[src/rtl/upsample_pkg.sv]
`default_nettype none
// ============================================================================
//  Module   : upsample_pkg
//  Purpose  : Shared types, default configuration and width helpers for the
//             streaming fixed-point upsampler.
//  Revision : 1.0 - initial release
// ============================================================================
package upsample_pkg;

   // Two-state controller: waiting for a vector, or streaming it out.
   typedef enum logic [0:0] {
      IDLE = 1'b0,
      RUN  = 1'b1
   } state_e;

   // Default configuration.
   localparam int unsigned DEF_IL        = 4;
   localparam int unsigned DEF_FL        = 16;
   localparam int unsigned DEF_SIZE      = 4;
   localparam int unsigned DEF_MAX_LOG_K = 3;

   // Width of a counter or selector that must hold values 0..n-1 (at least 1 bit).
   function automatic int unsigned cnt_w(input int unsigned n);
      return (n <= 2) ? 1 : $clog2(n);
   endfunction

   // Phase counter width: MAX_LOG_K bits, never zero.
   function automatic int unsigned phase_w(input int unsigned max_log_k);
      return (max_log_k == 0) ? 1 : max_log_k;
   endfunction

   // Widths for the default configuration.
   localparam int unsigned C_W  = DEF_IL + DEF_FL;
   localparam int unsigned C_KW = cnt_w(DEF_MAX_LOG_K + 1);
   localparam int unsigned C_IW = cnt_w(DEF_SIZE);
   localparam int unsigned C_RW = phase_w(DEF_MAX_LOG_K);
   localparam int unsigned C_PW = C_W + 1 + C_RW;

endpackage
`default_nettype wire

[src/rtl/upsample_lerp.sv]
`default_nettype none
// ============================================================================
//  Module   : upsample_lerp
//  Purpose  : Combinational sample generator. Returns a (nearest mode) or
//             a + ((r * (b - a)) >>> k) (linear mode), truncated to W bits.
//  Revision : 1.0 - initial release
// ============================================================================
module upsample_lerp #(
   parameter int unsigned W  = 20,
   parameter int unsigned KW = 2,
   parameter int unsigned RW = 3
) (
   input  logic [W-1:0]  a,
   input  logic [W-1:0]  b,
   input  logic [RW-1:0] r,
   input  logic [KW-1:0] k,
   input  logic          mode,
   output logic [W-1:0]  y
);

   localparam int unsigned C_PW = W + 1 + RW;

   logic signed [W:0]      w_diff;
   logic signed [C_PW-1:0] w_diff_x;
   logic signed [C_PW-1:0] w_r_x;
   logic signed [C_PW-1:0] w_prod;
   logic signed [C_PW-1:0] w_shift;
   logic                   w_unused_hi;

   // Difference needs one extra bit; product is wide enough that it never overflows.
   assign w_diff   = $signed({b[W-1], b}) - $signed({a[W-1], a});
   assign w_diff_x = {{RW{w_diff[W]}}, w_diff};
   assign w_r_x    = {{(W+1){1'b0}}, r};
   assign w_prod   = w_diff_x * w_r_x;
   // Arithmetic shift floors toward -infinity.
   assign w_shift  = w_prod >>> k;

   // The interpolated value lies between a and b, so its low W bits are exact.
   assign w_unused_hi = ^w_shift[C_PW-1:W];

   // Select hold or interpolated sample.
   always_comb begin
      y = a;
      if (mode) begin
         y = a + w_shift[W-1:0];
      end
   end

endmodule
`default_nettype wire

[src/rtl/upsample_stream.sv]
`default_nettype none
// ============================================================================
//  Module   : upsample_stream
//  Purpose  : Captures a SIZE-element signed fixed-point vector and streams
//             SIZE<<k_eff nearest/linear upsampled samples under backpressure.
//  Revision : 1.0 - initial release
// ============================================================================
module upsample_stream
   import upsample_pkg::*;
#(
   parameter int unsigned IL        = DEF_IL,
   parameter int unsigned FL        = DEF_FL,
   parameter int unsigned SIZE      = DEF_SIZE,
   parameter int unsigned MAX_LOG_K = DEF_MAX_LOG_K
) (
   input  logic                              clk,
   input  logic                              rst,
   input  logic [IL+FL-1:0]                  im [SIZE],
   input  logic [cnt_w(MAX_LOG_K+1)-1:0]     log_k,
   input  logic                              mode,
   input  logic                              in_valid,
   output logic                              in_ready,
   output logic [IL+FL-1:0]                  out_data,
   output logic                              out_valid,
   input  logic                              out_ready,
   output logic                              out_last,
   output logic                              done
);

   localparam int unsigned C_SW  = IL + FL;
   localparam int unsigned C_SKW = cnt_w(MAX_LOG_K + 1);
   localparam int unsigned C_SIW = cnt_w(SIZE);
   localparam int unsigned C_SRW = phase_w(MAX_LOG_K);

   state_e             r_state;
   logic [C_SW-1:0]    r_im [SIZE];
   logic               r_mode;
   logic [C_SKW-1:0]   r_k;
   logic [C_SIW-1:0]   r_seg;
   logic [C_SRW-1:0]   r_ph;
   logic [C_SW-1:0]    r_data;
   logic               r_done;

   logic [31:0]        w_log_k_ext;
   logic [C_SKW-1:0]   w_keff;
   logic [C_SRW-1:0]   w_rmax;
   logic               w_seg_last;
   logic               w_ph_last;
   logic [C_SIW-1:0]   w_nseg;
   logic [C_SRW-1:0]   w_nph;
   logic [C_SIW-1:0]   w_bidx;
   logic [C_SW-1:0]    w_next;

   // Clamp the requested ratio to the largest supported one.
   assign w_log_k_ext = 32'(log_k);
   assign w_keff      = (w_log_k_ext > MAX_LOG_K) ? C_SKW'(MAX_LOG_K) : log_k;

   // Last phase of a segment is (1<<k)-1.
   assign w_rmax     = ~({C_SRW{1'b1}} << r_k);
   assign w_seg_last = (r_seg == C_SIW'(SIZE - 1));
   assign w_ph_last  = (r_ph == w_rmax);

   // Position of the sample that follows the one currently presented.
   assign w_nseg = w_ph_last ? r_seg + C_SIW'(1) : r_seg;
   assign w_nph  = w_ph_last ? '0 : r_ph + C_SRW'(1);
   // The final segment interpolates toward itself, i.e. holds.
   assign w_bidx = (w_nseg == C_SIW'(SIZE - 1)) ? w_nseg : w_nseg + C_SIW'(1);

   upsample_lerp #(
      .W  (C_SW),
      .KW (C_SKW),
      .RW (C_SRW)
   ) u_lerp (
      .a    (r_im[w_nseg]),
      .b    (r_im[w_bidx]),
      .r    (w_nph),
      .k    (r_k),
      .mode (r_mode),
      .y    (w_next)
   );

   // Vector capture register; contents are only meaningful while streaming.
   always_ff @(posedge clk) begin
      if (!rst && (r_state == IDLE) && in_valid) begin
         r_im <= im;
      end
   end

   // Controller: capture, advance on each output handshake, finish with a done pulse.
   always_ff @(posedge clk) begin
      if (rst) begin
         r_state <= IDLE;
         r_mode  <= 1'b0;
         r_k     <= '0;
         r_seg   <= '0;
         r_ph    <= '0;
         r_data  <= '0;
         r_done  <= 1'b0;
      end else begin
         r_done <= 1'b0;
         case (r_state)
            IDLE: begin
               if (in_valid) begin
                  r_mode  <= mode;
                  r_k     <= w_keff;
                  r_seg   <= '0;
                  r_ph    <= '0;
                  r_data  <= im[0];
                  r_state <= RUN;
               end
            end
            RUN: begin
               if (out_ready) begin
                  if (w_seg_last && w_ph_last) begin
                     r_state <= IDLE;
                     r_done  <= 1'b1;
                  end else begin
                     r_seg  <= w_nseg;
                     r_ph   <= w_nph;
                     r_data <= w_next;
                  end
               end
            end
            default: r_state <= IDLE;
         endcase
      end
   end

   assign in_ready  = (r_state == IDLE) && !rst;
   assign out_valid = (r_state == RUN);
   assign out_last  = (r_state == RUN) && w_seg_last && w_ph_last;
   assign out_data  = r_data;
   assign done      = r_done;

endmodule
`default_nettype wire
[config.mk]
export PLATFORM = sky130hd
export DESIGN_NAME = upsample_stream
export DESIGN_NICKNAME = d
export VERILOG_FILES = /design/src/rtl/upsample_pkg.sv /design/src/rtl/upsample_lerp.sv /design/src/rtl/upsample_stream.sv
export SDC_FILE = /design/constraint.sdc
export NUM_CORES = 1
export LEC_CHECK = 0
export BUFFER_PORTS_ARGS = -buffer_cell sky130_fd_sc_hd__buf_4
export CAP_MARGIN = 20
export CORE_MARGIN = 5
export CORE_UTILIZATION = 40
export CTS_CLUSTER_SIZE = 30
export DETAILED_ROUTE_END_ITERATION = 7
export GPL_TIMING_DRIVEN = 1
export PLACE_DENSITY = 0.67
export REMOVE_ABC_BUFFERS = 1
export SLEW_MARGIN = 40
export SYNTH_ARGS = -nofsm -noshare
export SYNTH_HDL_FRONTEND = slang
export SYNTH_SLANG_ARGS = --single-unit
[constraint.sdc]
create_clock -name clk -period 8.5 [get_ports clk]
set_input_delay 0.85 -clock clk [delete_from_list [all_inputs] [get_ports clk]]
set_output_delay 0.85 -clock clk [all_outputs]
set_load 0.03 [all_outputs]
# Yosys cells after proc, flatten, opt, wreduce, memory -nomap -nowiden
# Index checks and enable logic that the tools add are counted.
word_totals:
  wordCells: 70
  regBits: 110
classes:
  addsub: 5
  mul: 1
  n_eq_ne: 6
  reduce_logical: 9
  bitwise: 5
  n_shift: 2
  muxes: 28
  magnitude_cmp: 3
ops:
  columns: ["op", "count"]
  rows:
  - ["$mux 20", 8]
  - ["$bmux 20 s2", 2]
  - ["$pmux 20 s2", 1]
  - ["$mul 21x4->24", 1]
  - ["$sshr 24x2->20", 1]
  - ["$sub 20x20->21", 1]
  - ["$add 20x20->20", 1]
  - ["$mux 2", 6]
  - ["$mux 3", 4]
  - ["$ge 3x3->1 const B", 2]
  - ["$ne 2x2->1 const B", 3]
  - ["$not 2->3", 2]
  - ["$pmux 3 s2", 1]
  - ["$logic_and 1x1->1", 5]
  - ["$add 2x1->2 const B", 2]
  - ["$eq 2x2->1 const B", 2]
  - ["$mux 1", 4]
  - ["$pmux 2 s2", 1]
  - ["$add 3x1->3 const B", 1]
  - ["$eq 3x3->1", 1]
  - ["$not 3->3", 1]
  - ["$reduce_and 3->1", 1]
  - ["$reduce_or 3->1", 1]
  - ["$shl 3x2->3 const A", 1]
  - ["other kinds (5)", 6]

# Depth between registers and ports, before layout
# Gate-level depths: netlist (run 1).
depth:
  depth_word: 18
  ltp_mapped: 45

# Cells and area by module
# From an unflattened synthesis (run 1), not the netlist that was laid out.
hier_totals:
  hier_cells: 1305
  hier_area_um2: 11085.6
modules_own_cells:
  columns: ["module", "instances", "area_each_um2", "cells_each", "seq_area_each_um2"]
  rows:
  - ["upsample_stream", 1, 6190.9, 603, 3002.9]
  - ["upsample_lerp", 1, 4894.7, 702, 0.0]

# Worst setup path after synthesis (run 1)
# Ideal clock, no wire load.
synth_path:
  path_type: "register -> register"
  start: "register r_k[0]"
  end: "register r_data[19] (netlist: out_data[19])"
  path_slack_ns: -0.296
  arrival_time_ns: 8.732
  stages_incl_launch_ff: 45
  path_buffers: 4
  cell_sequence: "dfxtp_1 -> buf_2 -> nor4_1 -> mux2i_1 -> o31a_1 -> buf_2 -> mux2i_2 -> buf_4 -> clkbuf_1 -> nor2_1 -> a21oi_1 -> ha_1 -> nor2b_1 -> o21ai_0 -> a21boi_0 -> o211ai_1 -> a21oi_1 -> o21ai_0 -> [9 not listed] -> and3_1 -> a221o_1 -> or3_4 -> o221ai_4 -> or2b_1 -> a21oi_1 -> xnor2_1 -> mux2i_1 -> mux2i_1 -> ha_1 -> nor2b_1 -> or2_2 -> a21o_1 -> o41a_1 -> nand3_1 -> nand2_1 -> or3_2 -> nand4_1"
synth_between:
  elab_chain_len: 18
  elab_cells_between_ends: 27
  cone_classes: "add/sub: 3; mul: 1; eq/ne: 3; shift: 2; mux: 13; bitwise: 3; reduce/logical: 2"
synth_lines:
  columns: ["element", "line", "source"]
  rows:
  - ["start, declared", "upsample_stream.sv:38", "logic [C_SKW-1:0] r_k;"]
  - ["start signal, assigned", "upsample_stream.sv:105", "r_k <= w_keff;"]
  - ["$shl 3x2->3", "upsample_stream.sv:59", "assign w_rmax = ~({C_SRW{1'b1}} << r_k);"]
  - ["$not 3->3", "upsample_stream.sv:59", null]
  - ["$eq 3x3->1", "upsample_stream.sv:61", "assign w_ph_last = (r_ph == w_rmax);"]
  - ["$mux 2", "upsample_stream.sv:64", "assign w_nseg = w_ph_last ? r_seg + C_SIW'(1) : r_seg;"]
  - ["$add 2x1->2 or $eq 2x2->1 (tied branches)", "upsample_stream.sv:67", "assign w_bidx = (w_nseg == C_SIW'(SIZE - 1)) ? w_nseg : w_nseg + C_SIW'(1);"]
  - ["$mux 2", "upsample_stream.sv:67", null]
  - ["$not 2->3 (not written as such)", "upsample_stream.sv:75", ".b (r_im[w_bidx]),"]
  - ["$bmux 20 s2", "upsample_stream.sv:75", null]
  - ["$mux 20 (not written as such) (2 in a row)", "upsample_stream.sv:75", null]
  - ["$sub 20x20->21", "upsample_lerp.sv:31", "assign w_diff = $signed({b[W-1], b}) - $signed({a[W-1], a});"]
  - ["$mul 21x4->24", "upsample_lerp.sv:34", "assign w_prod = w_diff_x * w_r_x;"]
  - ["$sshr 24x2->20", "upsample_lerp.sv:36", "assign w_shift = w_prod >>> k;"]
  - ["$add 20x20->20", "upsample_lerp.sv:45", "y = a + w_shift[W-1:0];"]
  - ["$mux 20", "upsample_lerp.sv:44", "if (mode) begin"]
  - ["$mux 20", "upsample_stream.sv:114", "if (w_seg_last && w_ph_last) begin"]
  - ["$mux 20", "upsample_stream.sv:113", "if (out_ready) begin"]
  - ["$pmux 20 s2", "upsample_stream.sv:101", "case (r_state)"]
  - ["end signal, assigned", "upsample_stream.sv:108", "r_data <= im[0];"]
  - ["end signal, assigned", "upsample_stream.sv:120", "r_data <= w_next;"]
  - ["end, declared", "upsample_stream.sv:41", "logic [C_SW-1:0] r_data;"]
# Several ways; a longest one is shown, not always the timed one. The select of a mux whose other input is x is not followed.
# A chain may end at the register's enable or synchronous reset.

# Worst setup path in the final report (run 1)
layout_path:
  start: "register r_ph[1]"
  end: "register r_data[19] (netlist: out_data[19])"
layout_between:
  elab_chain_len: 16
  elab_cells_between_ends: 26
  cone_classes: "add/sub: 4; mul: 1; eq/ne: 3; shift: 1; mux: 13; bitwise: 2; reduce/logical: 2"
layout_lines:
  columns: ["element", "line", "source"]
  rows:
  - ["start, declared", "upsample_stream.sv:40", "logic [C_SRW-1:0] r_ph;"]
  - ["start signal, assigned", "upsample_stream.sv:119", "r_ph <= w_nph;"]
  - ["$eq 3x3->1", "upsample_stream.sv:61", null]
  - ["$mux 2", "upsample_stream.sv:64", null]
  - ["$add 2x1->2 or $eq 2x2->1 (tied branches)", "upsample_stream.sv:67", null]
  - ["$mux 2", "upsample_stream.sv:67", null]
  - ["$not 2->3 (not written as such)", "upsample_stream.sv:75", null]
  - ["$bmux 20 s2", "upsample_stream.sv:75", null]
  - ["$mux 20 (not written as such) (2 in a row)", "upsample_stream.sv:75", null]
  - ["$sub 20x20->21", "upsample_lerp.sv:31", null]
  - ["$mul 21x4->24", "upsample_lerp.sv:34", null]
  - ["$sshr 24x2->20", "upsample_lerp.sv:36", null]
  - ["$add 20x20->20", "upsample_lerp.sv:45", null]
  - ["$mux 20", "upsample_lerp.sv:44", null]
  - ["$mux 20", "upsample_stream.sv:114", null]
  - ["$mux 20", "upsample_stream.sv:113", null]
  - ["$pmux 20 s2", "upsample_stream.sv:101", null]
# Several ways; a longest one is shown, not always the timed one. The select of a mux whose other input is x is not followed.

==> results by group, run 1 <==
Outcome
  • Status: finished, violations left
  • Failing checks: negative setup slack

Critical path
  • CP most frequent cell: buf_4
  • Crit-path max FO: 5
  • Worst reg2reg startpoint: r_ph[1]$_SDFFE_PP0P_
  • Reg2reg setup slack: -0.23 ns
  • Reg-to-Reg End: out_data[19]$_SDFFE_PP0P_
  • Slowest CP cell: fa_1
  • Worst Setup Start Kind: register
  • CP arrival: 9.03 ns
  • Crit path required time: a little under 9 ns
  • Critical Path Sink Type: register
  • FF-to-FF path depth: 38
  • Crit path kind: register to register
  • Critical Path Max Stage Delay: roughly 0.54 ns

Synthesis
  • Ranking of synthesized cells by area: edfxtp_1, ha_1, dfxtp_1, mux2i_1, nor2_1
  • Area share of the leading cell type in the synthesized netlist: 0.2572
  • Synth cell types: between 60 and 70
  • Asr flop ratio synth: 0
  • Post-synth top cells: nor2_1, inv_1, ha_1
  • Ys Warns: 0
  • Number of synthesized register bits: 110
  • Post-synth EDFFs: 80
  • Post-synth top flop: edfxtp_1
  • Count leader, synth: nor2_1
  • Sequential fraction of the synthesis area: 0.3215
  • Syn Area/Cell: around 9.5 sq um
  • Post-synth top area cell: edfxtp_1
  • Synth Instances: a little under 1000
  • Mapped Area: between 0.009 and 0.01 sq mm

Power
  • Peak VDD IR: ~0.10 mV
  • Clock power share: 0.177
  • Int Power: around 0.0015 W
  • Sw Ratio: 0.3806
  • Sw Pwr: approximately 0.0009 W
  • Leakage: roughly 5.7 nW
  • Seq pwr share: 0.263
  • PD cells: roughly 190 mW/mm^2
  • Logic gate share of total power: 0.560
  • Final Power: about 0.0024 W

Clocking
  • Clock root buffer: clkbuf_16
  • Skew-Pair Late Insertion Delay: between 0.3 and 0.4 ns
  • CTS tree: done
  • Num CTS Buffers: 9
  • CTS clk-pin slew, worst paths: around 0.080 ns
  • Max Buffers Root-to-Sink: 2
  • Htree depth: 3
  • Clock Sinks: between 100 and 150

Global routing
  • First-pass GRT wire length: 39020 um
  • Total Routing Usage GR: 0.1812
  • Antenna violations before repair: 0
  • Gr ovfl total: 0
  • Vias in the first global route: ~7700
  • Pin count of the biggest net entering global routing: 55

Route
  • Final Routed Wirelength: approximately 25000 um
  • TritonRoute pass-1 iters: 5
  • Routed Antenna Nets: 0
  • Via density: 5.269
  • DRC violation total after the first TritonRoute iteration: slightly above 500
  • DRC: 0
  • Vias: ~8000
  • WL/cell: around 16 um

Final layout
  • Final std cells w/o fill: 1540
  • Final design utilization: 0.5383
  • Final #Nets: approximately 1400
  • Area Overhead vs Synth: 34.08%
  • Diodes inserted: 0
  • Fraction of layout cells with a size suffix above 1: 0.3464
  • Fillers: about 2000

Worst hold path
  • Hold WC Path Type: register to register
  • Worst Hold End: out_data[10]$_SDFFE_PP0P_
  • Hold Crit Start: out_data[10]$_SDFFE_PP0P_
  • Worst Hold Depth: 2

Timing
  • Crit path time final: around 8.7 ns
  • Final hold slack: 0.4863 ns
  • Final worst slack: -0.2302 ns
  • Final Hold Vio Count: 0
  • Final setup viols: 2
  • Least-Margin Pin Slew: 0.6771 ns
  • RSZ-0062 raised after global routing: yes
  • Crit share post-route: 1.027
  • Max_slew headroom: 0.5486
  • Setup_tns: -0.4383 ns
  • Setup Skew: around 0.010 ns
  • Max Freq: 114.5 MHz
  • Max-slew violations: 0

Floorplanning
  • Die footprint: around 0.027 sq mm
  • Core area: ~0.023 sq mm
  • Die Span X: 162.8 um
  • # IOs: ~110
  • Initial Util: 0.4015
  • Row count: 56
  • Chip Height: 162.8 um

Placed design
  • Gp weighted congestion: roughly 0.9
  • DP HPWL: approximately 19000 um
  • I/O Buffers: 110
  • Placed Cells: around 1500

Run
  • Max-Cap Viols: 0
-- kinds of logic after synthesis --
family | count (synthesis) | share of synthesized area
AND/OR/NAND/NOR | 273 | 0.1375
multiplexers | 83 | 0.1166
XOR/XNOR | 53 | 0.05051
AO/OA/AOI/OAI | 219 | 0.1545
adder cells (fa/ha/maj) | 106 | 0.1597
flip-flops | 110 | 0.3215
buffers and inverters | 144 | 0.05975
-- power by group through the flow --
stage / combinational (W) / clock [W] / sequential [W]
after detailed placement: 0.00108 / 0 / 0.000631
after CTS: 0.00114 / 0.000424 / 0.000619
after global routing: 0.00143 / 0.000446 / 0.000622
after floorplan: 0.000669 / 0 / 0.000654
after global placement: 0.00107 / 0 / 0.000630
final: 0.00132 / 0.000418 / 0.000619
-- cells in the final DEF, fill, tap and decap left out, drive strengths merged, types with 4 or more instances in the layout --
cell type,count
xnor2,35
mux4,20
nand3,10
o211ai,4
and3,12
o21ai,39
clkbuf,10
nor2,131
nor2b,7
ha,84
a21o,22
xor2,18
or2,19
nor3b,4
buf,257
o21a,7
o21bai,4
or3,8
nor3,13
a21oi,77
nand4,4
nor4,5
nand2,37
a211oi,22
nand3b,5
mux2i,60
dfxtp,30
and2,5
a31oi,12
edfxtp,80
o31a,4
inv,106
nand2b,10
fa,22
clkinv,4
-- state kept, by name, summed over array words and instances, names as in the netlist --
name	count
r_mode	1
r_im	80
out_valid	1
r_k	2
done	1
r_seg	2
r_ph	3
out_data	20
-- worst max-delay path, delay by kind of cell, from the launching register on --
kind	cells	cell delay [ns]
AOI/OAI and AO/OA	13	3.18
xor gates and xnor gates	2	0.44
muxes	2	0.43
DFF	1	0.40
adders and majority gates	4	1.43
buffers and inverters	7	0.91
and+or+nand+nor	10	1.87
-- metrics by stage --
| stage | worst slack [ns] | instance area [sq um] |
|---|---|---|
| 2_1_floorplan | -2.431 | 9171 |
| 3_5_place_dp | -0.4173 | 11290 |
| 4_1_cts | 0.03948 | 11830 |
| 3_3_place_gp | -0.1746 | 11290 |
| 6_report | -0.2302 | 12520 |
| 5_1_grt | -0.6006 | 12520 |
-- routing by layer --
| layer | global-route usage | wire [um] | part of all wire | up-vias |
|---|---|---|---|---|
| li1 | - | - | - | 3966 |
| met2 | 0.2970 | 12140 | 0.48 | 200 |
| met5 | 0 | 0 | 0 | - |
| met1 | 0.2624 | 11930 | 0.47 | 3919 |
| met3 | 0.01595 | 911 | 0.036 | 29 |
| met4 | 0.04003 | 337 | 0.013 | 0 |
-- final cells by class --
class	instances	area, sq um	area share
clock buffers	10	229.0	0.01829
clock inverters	6	67.56	0.005396
inverters	104	390.4	0.03118
multi-input cells	734	6415	0.5123
flip-flops and latches	110	3012	0.2405
well taps	319	399.1	0.03187
repair buffers	257	2009	0.1605
-- worst max path at each step --
stage | start | end | slack [ns] | cells after the start
2_1_floorplan | r_k[0]$_SDFFE_PP0P_ | out_data[19]$_SDFFE_PP0P_ | -2.43 | 40
3_3_place_gp | r_k[0]$_SDFFE_PP0P_ | out_data[19]$_SDFFE_PP0P_ | -0.17 | 40
3_5_place_dp | r_k[1]$_SDFFE_PP0P_ | out_data[19]$_SDFFE_PP0P_ | -0.42 | 42
4_1_cts | r_k[0]$_SDFFE_PP0P_ | out_data[18]$_SDFFE_PP0P_ | 0.04 | 42
5_1_grt | r_k[0]$_SDFFE_PP0P_ | out_data[17]$_SDFFE_PP0P_ | -0.60 | 41
6_report | r_ph[1]$_SDFFE_PP0P_ | out_data[19]$_SDFFE_PP0P_ | -0.23 | 38
-- what timing repair did --
action / 4_1_cts / 5_1_grt
setup endpoints to repair: 5 / 10
cloned: 0 / 0
buffers inserted: 11 / 19
gates resized for setup: 41 / 111
endpoints found under the hold margin: 0 / 0
pin swaps: 36 / 61
hold buffers: 0 / 0
Power figures use the tool's default switching activity.
==> inputs of run 2 (changes only) <==
Settings changed: PLACE_DENSITY 0.67 to default, SYNTH_HIERARCHICAL from default to 1.
==> run 2 against run 1 <==
The flow still finishes with violations (negative setup slack). Clock power is 2% lower. Register-to-register slack about the same. Clock-buffer cell count unchanged. Cell area increased by 19%. Critical path depth rose by 7. Maximum frequency is essentially flat. Die area is 18% higher. Largest cell class unchanged. Critical endpoint unchanged. Via count up 30%.
==> results by group, run 2 <==
Outcome
  • Status: finished, violations left
  • Failing checks: negative setup slack

Clocking
  • CTS clk-pin slew, worst paths: ~0.080 ns
  • Skew-Pair Late Insertion Delay: 0.36 ns
  • Htree depth: 3
  • Num CTS Buffers: 9
  • Clock root buffer: clkbuf_16
  • CTS tree: done
  • Clock Sinks: 110
  • Max Buffers Root-to-Sink: 2

Synthesis
  • Post-Synth XOR/XNOR Area: 0.04029
  • Post-synth EDFFs: 80
  • Syn Area/Cell: 8.495 sq um
  • Asr flop ratio synth: 0
  • Count leader, synth: nor2_1
  • Area share of the leading cell type in the synthesized netlist: 0.2167
  • Compound-gate portion of the synthesized area: 0.1924
  • Ranking of synthesized cells by area: edfxtp_1, ha_1, mux2i_1, nor2_1, dfxtp_1
  • Synth Instances: 1305
  • Sequential fraction of the synthesis area: 0.2709
  • Number of synthesized register bits: 110
  • Ys Warns: 6
  • Post-synthesis adder-cell area fraction: 0.1345
  • Post-synth top flop: edfxtp_1
  • Synth cell types: 84
  • Post-synth top area cell: edfxtp_1
  • Mapped Area: around 0.011 sq mm
  • Post-synth top cells: nor2_1, inv_1, ha_1, mux2i_1, edfxtp_1
  • Main combinational cell family by area after synthesis: simple AND/OR/NAND/NOR gates
  • Simple-gate share of the synthesized area: 0.2143
  • Post-synthesis mux area share: 0.07889

Timing
  • Max_slew headroom: 0.5064
  • Max Freq: 114.6 MHz
  • Final setup viols: 1
  • RSZ-0062 raised after global routing: yes
  • Setup_tns: -0.2272 ns
  • Max-slew violations: 0
  • Final Hold Vio Count: 0
  • Setup Skew: between 0.009 and 0.01 ns
  • Final hold slack: ~0.52 ns
  • Final worst slack: -0.2272 ns
  • Crit path time final: around 8.7 ns
  • Crit share post-route: 1.027
  • Least-Margin Pin Slew: ~0.74 ns

Floorplanning
  • # IOs: 111
  • Die footprint: just over 0.03 sq mm
  • Initial Util: 0.4023
  • Core area: 0.02755 sq mm
  • Die Span X: between 150 and 200 um
  • Chip Height: roughly 180 um
  • Row count: roughly 60

Global routing
  • Gr ovfl total: 0
  • Total Routing Usage GR: 0.2033
  • Pin count of the biggest net entering global routing: 66
  • Vias in the first global route: between 9000 and 10000
  • First-pass GRT wire length: slightly above 50000 um
  • Antenna violations before repair: 0

Final layout
  • Fraction of layout cells with a size suffix above 1: 0.3319
  • Fin area: 0.01491 sq mm
  • Top reg by flops: r_im
  • Area Overhead vs Synth: 34.54%
  • Final #Nets: roughly 1800
  • Number of flip-flops in the largest register: 80
  • Diodes inserted: 0
  • Most common cell after layout, fill and taps aside: buf_4
  • Commonest non-fill, non-tap cells in the layout: buf_4, nor2_1, inv_1

Route
  • Vias: roughly 11000
  • WL/cell: 16.65 um
  • DRC: 0
  • Final Routed Wirelength: around 33000 um
  • TritonRoute pass-1 iters: 5
  • DRC violation total after the first TritonRoute iteration: slightly above 700
  • Routed Antenna Nets: 0
  • Via density: 5.338

Placed design
  • DP HPWL: 25810 um
  • I/O Buffers: 110
  • Gp weighted congestion: 0.9752
  • Worst slack, placed: -0.5607 ns
  • Post-DP Area: around 0.014 sq mm

Critical path
  • Critical Path Sink Type: register
  • Crit path required time: between 8 and 9 ns
  • Worst Setup Start Kind: register
  • Worst reg2reg startpoint: r_k[0]$_SDFFE_PP0P_
  • Crit path kind: register to register
  • Critical Path Max Stage Delay: about 0.55 ns
  • Crit-path max FO: 4
  • CP arrival: 9.00 ns
  • FF-to-FF path depth: between 40 and 50
  • Crit path from: r_k[0]$_SDFFE_PP0P_
  • Slowest CP cell: or4b_4

Power
  • Leakage: roughly 6.4 nW
  • Final Power: 0.002666 W
  • PD cells: ~180 mW/mm^2
  • Peak VDD IR: just under 0.1 mV

Worst hold path
  • Hold Crit Start: r_k[1]$_SDFFE_PP0P_
  • Worst Hold Depth: 2
  • Hold WC Path Type: register to register

Run
  • Max-Cap Viols: 0
[run 2: changes by cell type after synthesis, moves of 16 or more]
cell | before | now
a211oi_1 | 21 | 5
mux4_2 | 20 | 1
nor4b_2 | 0 | 20
nor3_1 | 13 | 42
clkbuf_1 | 28 | 50
and2_1 | 5 | 36
nor2_1 | 131 | 194
mux2i_1 | 59 | 84
o21ai_1 | 4 | 36
o21ai_0 | 35 | 66
a221oi_2 | 0 | 21
nand2_1 | 37 | 75
or2_2 | 19 | 1
a22oi_1 | 2 | 21
[run 2: worst paths after layout]
| check | end | slack, ns |
|---|---|---|
| max | out_data[19]$_SDFFE_PP0P_ | -0.23 |
| min | r_k[1]$_SDFFE_PP0P_ | 0.52 |
| max reg2reg | out_data[19]$_SDFFE_PP0P_ | -0.23 |
| min reg2reg | r_k[1]$_SDFFE_PP0P_ | 0.52 |
[run 2: kinds of logic after synthesis]
group           after synthesis
simple gates                460
mux                          86
xor+xnor                     51
flops                       110
compound gates              305
buf+inv                     187
fa+ha+maj                   106
[run 2: power by group]
| group | internal [W] | switching [W] | total, W |
|---|---|---|---|
| registers | 0.000605 | 0.0000245 | 0.000629 |
| logic | 0.000799 | 0.000830 | 0.00163 |
| clock network | 0.000204 | 0.000203 | 0.000408 |
| total | 0.00161 | 0.00106 | 0.00267 |
[run 2: through the flow]
stage / std cells / utilization
floorplan: 1236 / -
global placement: 1940 / 0.4990
detailed placement: 1940 / 0.4991
CTS: 1963 / 0.5145
global route: 1981 / 0.5413
finish: 1981 / 0.5413
[run 2: area by class of cell]
type	count	area (sq um)
clock buffer	10	229.0
clock inverter	6	53.80
fill	2483	12640
inverter	118	442.9
multi-input combinational	1008	7980
sequential	110	3018
tap	378	473.0
timing repair buffer	351	2718
[run 2: worst max-delay path, delay by kind of cell (launching register included)]
family	cells	cell delay (ns)
AO/OA/AOI/OAI	19	3.51
buffers and inverters	9	0.99
adder cells (fa/ha/maj)	5	1.77
XOR/XNOR	2	0.20
flip-flops	1	0.34
multiplexers	1	0.11
AND/OR/NAND/NOR	9	1.69
[run 2: what timing repair did]
item | CTS | global route
gates resized for setup | 23 | 115
hold buffers | 0 | 0
buffers inserted | 7 | 19
setup endpoints to repair | 3 | 9
pin swaps | 11 | 80
[run 2: metal layers]
metal,vias up,share of wire,GRT usage
met5,-,0,0
met4,0,0.014,0.05061
met3,30,0.049,0.02527
met2,319,0.46,0.3236
met1,4973,0.48,0.2945
li1,5252,-,-
